`src/rtl/mul_share_arbiter.sv`:
```
// Round-robin arbiter/sequencer sharing one sequential Booth multiplier core
// among NREQ requesters; owns every core control input.
module mul_share_arbiter #(
   parameter int unsigned N         = 32,
   parameter int unsigned NREQ      = 4,
   parameter int unsigned INIT_WAIT = 4
) (
   input  logic                 clk,
   input  logic                 rst_n,
   input  logic [NREQ-1:0]      req_valid,
   input  logic [NREQ*N-1:0]    req_a,
   input  logic [NREQ*N-1:0]    req_b,
   output logic [NREQ-1:0]      req_ready,
   output logic [NREQ-1:0]      rsp_valid,
   input  logic [NREQ-1:0]      rsp_ready,
   output logic [2*N-1:0]       rsp_c,
   output logic                 busy,
   output logic                 init_err,
   output logic                 mul_load,
   output logic                 mul_recieved,
   output logic [N-1:0]         mul_a,
   output logic [N-1:0]         mul_b,
   input  logic                 mul_done,
   input  logic                 mul_init,
   input  logic [2*N-1:0]       mul_c
);

   localparam int unsigned IW = (NREQ > 1) ? $clog2(NREQ) : 1;
   localparam int unsigned CW = $clog2(INIT_WAIT + 1);

   typedef enum logic [2:0] {
      IDLE,
      ISSUE,
      WAIT_INIT,
      WAIT_DONE,
      ACK,
      RESP
   } state_t;

   state_t          state;
   logic [IW-1:0]   last;
   logic [IW-1:0]   gnt;
   logic [CW-1:0]   wait_cnt;
   logic [IW-1:0]   pick;
   logic            pick_ok;
   logic            accept;

   // First valid requester searching upward from last+1 with wrap-around.
   always_comb begin
      int unsigned idx;
      logic [IW-1:0] sel;
      pick_ok = 1'b0;
      pick    = '0;
      idx     = 0;
      sel     = '0;
      for (int unsigned k = 1; k <= NREQ; k++) begin
         idx = 32'(last) + k;
         if (idx >= NREQ)
            idx = idx - NREQ;
         sel = IW'(idx);
         if (!pick_ok && req_valid[sel]) begin
            pick_ok = 1'b1;
            pick    = sel;
         end
      end
   end

   // IDLE holds off while the core's done bit drains from the previous operation.
   assign accept    = (state == IDLE) && !mul_done && pick_ok;
   assign req_ready = (accept && rst_n) ? (NREQ'(1) << pick) : '0;

   always_ff @(posedge clk or negedge rst_n) begin
      if (!rst_n) begin
         state        <= IDLE;
         last         <= IW'(NREQ - 1);
         gnt          <= '0;
         wait_cnt     <= '0;
         mul_a        <= '0;
         mul_b        <= '0;
         rsp_c        <= '0;
         rsp_valid    <= '0;
         busy         <= 1'b0;
         init_err     <= 1'b0;
         mul_load     <= 1'b0;
         mul_recieved <= 1'b0;
      end else begin
         mul_load     <= 1'b0;
         mul_recieved <= 1'b0;
         case (state)
            IDLE: begin
               if (accept) begin
                  mul_a    <= req_a[pick*N +: N];
                  mul_b    <= req_b[pick*N +: N];
                  gnt      <= pick;
                  last     <= pick;
                  busy     <= 1'b1;
                  mul_load <= 1'b1;
                  state    <= ISSUE;
               end
            end
            ISSUE: begin
               wait_cnt <= '0;
               state    <= WAIT_INIT;
            end
            WAIT_INIT: begin
               if (mul_init) begin
                  state <= WAIT_DONE;
               end else if (wait_cnt == CW'(INIT_WAIT - 1)) begin
                  init_err <= 1'b1;
                  state    <= WAIT_DONE;
               end else begin
                  wait_cnt <= wait_cnt + 1'b1;
               end
            end
            WAIT_DONE: begin
               if (mul_done) begin
                  rsp_c        <= mul_c;
                  mul_recieved <= 1'b1;
                  state        <= ACK;
               end
            end
            ACK: begin
               rsp_valid <= NREQ'(1) << gnt;
               state     <= RESP;
            end
            RESP: begin
               if (rsp_ready[gnt]) begin
                  rsp_valid <= '0;
                  busy      <= 1'b0;
                  state     <= IDLE;
               end
            end
            default: state <= IDLE;
         endcase
      end
   end

endmodule

```
`config.mk`:
```
export PLATFORM = sky130hd
export DESIGN_NAME = mul_share_arbiter
export DESIGN_NICKNAME = d
export VERILOG_FILES = /design/src/rtl/mul_share_arbiter.sv
export SDC_FILE = /design/constraint.sdc
export NUM_CORES = 1
export LEC_CHECK = 0
export ABC_AREA = 1
export BUFFER_PORTS_ARGS = -buffer_cell sky130_fd_sc_hd__buf_2
export CORE_AREA = 3 3 184 186
export DETAILED_ROUTE_END_ITERATION = 16
export DIE_AREA = 0 0 187 189
export HOLD_SLACK_MARGIN = 0.1
export PLACE_DENSITY = 0.48
export SYNTH_ARGS = -nofsm -noshare
export SYNTH_HDL_FRONTEND = slang
export SYNTH_SLANG_ARGS = --single-unit
export TNS_END_PERCENT = 10
```
`constraint.sdc`:
```
create_clock -name clk -period 2.65 [get_ports clk]
set_clock_uncertainty 0.1 [all_clocks]
set_input_delay 0.265 -clock clk [delete_from_list [all_inputs] [get_ports clk]]
set_output_delay 0.265 -clock clk [all_outputs]
set_load 0.05 [all_outputs]
```
==> results.sh <==
export IMPL_outcome="finished, violations left"
export IMPL_violations="negative setup slack"
export IMPL_synth_top_cells_by_area="sky130_fd_sc_hd__dfrtp_1, sky130_fd_sc_hd__nand2_1, sky130_fd_sc_hd__nand3_1, sky130_fd_sc_hd__buf_4, sky130_fd_sc_hd__buf_2"
export IMPL_power_leakage_nw=7.88
export IMPL_drive_above_1_share_pct=32.2
export IMPL_grt_util_all_layers_pct=20.3
export IMPL_power_total_mw=21.9
export IMPL_cts_inserted_buffers=17
export IMPL_grt_antenna_before_repair=10
export IMPL_floorplan_die_width_um=187
export IMPL_synth_top_cells_by_count="sky130_fd_sc_hd__nand2_1, sky130_fd_sc_hd__dfrtp_1, sky130_fd_sc_hd__nand3_1"
export IMPL_grt_max_degree=117
export IMPL_clkSlewWorstSetupHoldPaths_ns=0.07
export IMPL_area_delta_synth_final_pct=54.8
export IMPL_worstMarginPinSlew_ns=0.729
export IMPL_timing_critical_path_cells="clkinv_4 > nand2_2 > nand2_2 > nand2_2 > nand2_4 > nor2_4 > nand3_4 > buf_12 > nand2_8 > inv_6 > nand2_8 > nor3_4 > buf_6"
export IMPL_cts_root_buf="sky130_fd_sc_hd__clkbuf_16"
export IMPL_drv_slew=0
export IMPL_global_route_wire_length_before_repair_mm=56.7
export IMPL_die_y_um=189
export IMPL_drc_errors=0
export IMPL_drtPass1Iterations=4
export IMPL_wl_per_cell_um=16.6
export IMPL_drv_max_cap_violation_count=0
export IMPL_cp_end_kind="output port"
export IMPL_io_pin_count=472
export IMPL_synth_top_cell_area_share_pct=42.3
export IMPL_final_critical_path_setup_slack_ns=-0.0490
export IMPL_die_area_sq_mm=0.0353
export IMPL_synth_sequential_area_ratio_pct=42.9
export IMPL_post_route_min_period_ns=2.70
export IMPL_synth_top_area_cell="sky130_fd_sc_hd__dfrtp_1"
export IMPL_ff_latch_area_sq_mm=0.00366
export IMPL_insertion_delay_ns=0.42
export IMPL_postSynth_asyncResetShare_pct=100
export IMPL_crit_path_top_delay_cell="sky130_fd_sc_hd__dfstp_2"
export IMPL_io_buffer_count=471
export IMPL_post_synth_cell_area_avg_sq_um=6.43
export IMPL_cts_htree_levels=4
export IMPL_timing_setup_critical_path_class="reg2out"
export IMPL_worst_path_max_fanout=8
export IMPL_ir_worst_vdd_v=0.00140
export IMPL_overflow=0
export IMPL_clock_tree_buffer_depth=2
export IMPL_top_usage_layer="met2"
export IMPL_hold_violations=0
export IMPL_core_area_sq_mm=0.0325
export IMPL_grt_use_met2_pct=35.3
export IMPL_routed_via_count=10400
export IMPL_synth_cells=1323
export IMPL_placement_cell_area_sq_mm=0.0114
export IMPL_tritoncts="done"
export IMPL_setup_repair_after_global_routing_missed_its_margin="yes"
export IMPL_count_of_distinct_cell_types_in_the_synthesized_netlist=27
export IMPL_dr_first_iter_drc_count=543
export IMPL_finish_cell_count_without_fillers=2317
export IMPL_critical_path_max_stage_delay_ns=0.59
export IMPL_drt_vias_per_instance=4.51
export IMPL_synth_enable_flop_cells=0
export IMPL_dpl_worst_slack_ns=0.0480
export IMPL_fmax_mhz=371
export IMPL_fin_crit_sh_pct=102
export IMPL_worstHoldPathType="in2reg"
export IMPL_dpl_cell_count=2183
export IMPL_finalInstanceArea_sq_mm=0.0132
export IMPL_path_common_cell="sky130_fd_sc_hd__nand2_2"
export IMPL_globalplace_congestion=0.882
export IMPL_numClockSinks=146
export IMPL_top_delay_family_on_crit_path="simple AND/OR/NAND/NOR gates"
export IMPL_synth_most_common_cell="sky130_fd_sc_hd__nand2_1"
export IMPL_critical_path_n_buffers_inverters=4
export IMPL_cp_start_kind="flip-flop"
export IMPL_ys_flop_type="sky130_fd_sc_hd__dfrtp_1"
export IMPL_totalWireLength_mm=38.4
export IMPL_worst_ep_arrival_time_ns=2.33
export IMPL_max_slew_margin_pct=51.4
export IMPL_number_of_flip_flops_and_latches_in_the_synthesized_netlist=146
export IMPL_dp_hpwl_mm=27.2
export IMPL_start_util_pct=26.2
export IMPL_std_cell_rows=66
export IMPL_total_negative_slack_ns=-0.169
export IMPL_global_route_usage_met3_pct=3.50
export IMPL_finish_net_count=2190
export IMPL_synth_warning_count=0
export IMPL_via_count_of_the_first_global_routing_pass=10200
export IMPL_critical_path_required_ns=2.29
export IMPL_multi_input_comb_area_sq_mm=0.00451
export IMPL_finish_stage_setup_viols=4
export IMPL_pwr_density_cell_mw_per_mm2=1660
export IMPL_syn_cell_area_sq_mm=0.00851
export IMPL_globalRouteMet1Util_pct=25.9
export IMPL_n_fill_cell=3501
export IMPL_antenna_violating_nets_post_route=0
export IMPL_mappedNetlistNets=1657
==> worst paths after layout <==
| path | startpoint | depth (start not counted) | slack (ns) | to |
|---|---|---|---|---|
| max in group asynchronous | rst_n | 3 | 1.27 | mul_a[31] |
| worst max register to register | last[0] | 15 | 0.10 | mul_b[6] |
| worst max-delay path | last[0] | 13 | -0.05 | req_ready[3] |
| worst min register to register | rsp_c[9] | 2 | 0.36 | rsp_c[9] |
| min in group asynchronous | rst_n | 2 | 0.17 | rsp_c[21] |
| worst min-delay path | req_a[70] | 7 | 0.12 | mul_a[6] |
==> through the flow <==
| stage | hold slack [ns] | utilization (%) |
|---|---|---|
| 2_1_floorplan | -0.131 | - |
| 3_3_place_gp | 0.0317 | 35.1 |
| 3_5_place_dp | 0.0267 | 35.1 |
| 4_1_cts | 0.101 | 39.9 |
| 5_1_grt | 0.138 | 40.6 |
| 6_report | 0.117 | 40.6 |
==> power by group <==
group | leakage, nW | internal (mW) | switching (mW)
sequential | 1.85 | 3.23 | 0.546
combinational | 5.77 | 4.78 | 11.0
clock | 0.263 | 1.32 | 1.00
total | 7.88 | 9.33 | 12.6
==> per-layer routing <==
metal / share of wire [%] / vias up
met4: 2.1 / 6
met3: 4.1 / 46
met5: 0.088 / -
met2: 50 / 303
li1: - / 5154
met1: 44 / 4934
==> repair_timing <==
item / in CTS / in global routing
pin swaps: 16 / 20
cloned: 0 / 4
buffers inserted: 15 / 6
hold buffers: 73 / 0
gates resized for setup: 41 / 19
setup endpoints to repair: 4 / 66
hold endpoints to repair: 164 / 0
==> cell usage in the layout (no fill, tap or decap), types with 3 or more instances in the layout <==
cell	count
sky130_fd_sc_hd__nor2_1	5
sky130_fd_sc_hd__nand2_2	17
sky130_fd_sc_hd__inv_2	5
sky130_fd_sc_hd__nor3_1	4
sky130_fd_sc_hd__nand3_1	140
sky130_fd_sc_hd__diode_2	7
sky130_fd_sc_hd__dfrtp_1	144
sky130_fd_sc_hd__buf_2	466
sky130_fd_sc_hd__nand3_4	3
sky130_fd_sc_hd__clkinvlp_4	3
sky130_fd_sc_hd__dlygate4sd3_1	73
sky130_fd_sc_hd__clkbuf_16	21
sky130_fd_sc_hd__clkinv_4	4
sky130_fd_sc_hd__buf_6	6
sky130_fd_sc_hd__o21ai_0	10
sky130_fd_sc_hd__nand2_8	3
sky130_fd_sc_hd__buf_12	11
sky130_fd_sc_hd__nor2_4	3
sky130_fd_sc_hd__buf_4	34
sky130_fd_sc_hd__inv_1	16
sky130_fd_sc_hd__inv_6	3
sky130_fd_sc_hd__nand2_1	863
sky130_fd_sc_hd__nand3_2	3
sky130_fd_sc_hd__nor3_4	4
==> worst register-to-register path, stage by stage (launching register included) <==
cell                       delay [ns]
sky130_fd_sc_hd__dfstp_2         0.59
sky130_fd_sc_hd__buf_6           0.12
sky130_fd_sc_hd__nand2_1         0.06
sky130_fd_sc_hd__nand2_2         0.09
sky130_fd_sc_hd__nand2_2         0.08
sky130_fd_sc_hd__nand2_4         0.09
sky130_fd_sc_hd__nor2_2          0.04
sky130_fd_sc_hd__a21boi_2        0.21
sky130_fd_sc_hd__nand2_2         0.10
sky130_fd_sc_hd__a21oi_4         0.27
sky130_fd_sc_hd__buf_4           0.29
sky130_fd_sc_hd__buf_12          0.19
sky130_fd_sc_hd__nand2_1         0.08
sky130_fd_sc_hd__nand2_1         0.07
sky130_fd_sc_hd__nand2_1         0.05
sky130_fd_sc_hd__nand2_1         0.06
==> state kept, by name (all words and copies together), names as in the netlist <==
| register | flops |
|---|---|
| busy | 1 |
| gnt | 2 |
| init_err | 1 |
| last | 2 |
| mul_a | 32 |
| mul_b | 32 |
| mul_load | 1 |
| mul_recieved | 1 |
| rsp_c | 64 |
| rsp_valid | 4 |
| state | 3 |
| wait_cnt | 3 |
==> logic make-up after synthesis <==
family,after synthesis,share of synthesized area (%)
adder cells (fa/ha/maj),2,0.294
buffers and inverters,107,6.55
AO/OA/AOI/OAI,18,1.29
AND/OR/NAND/NOR,1050,48.9
flip-flops,146,42.9
==> area by class of cell <==
cell class	instances	area share [%]
timing repair buffer	598	28.8
clock buffer	20	3.39
multi-input combinational	1070	34.2
antenna	7	0.133
inverter	23	0.731
sequential	146	27.7
tap	442	4.20
clock inverter	11	0.807
Note: power is estimated with default switching activity, not from simulation.
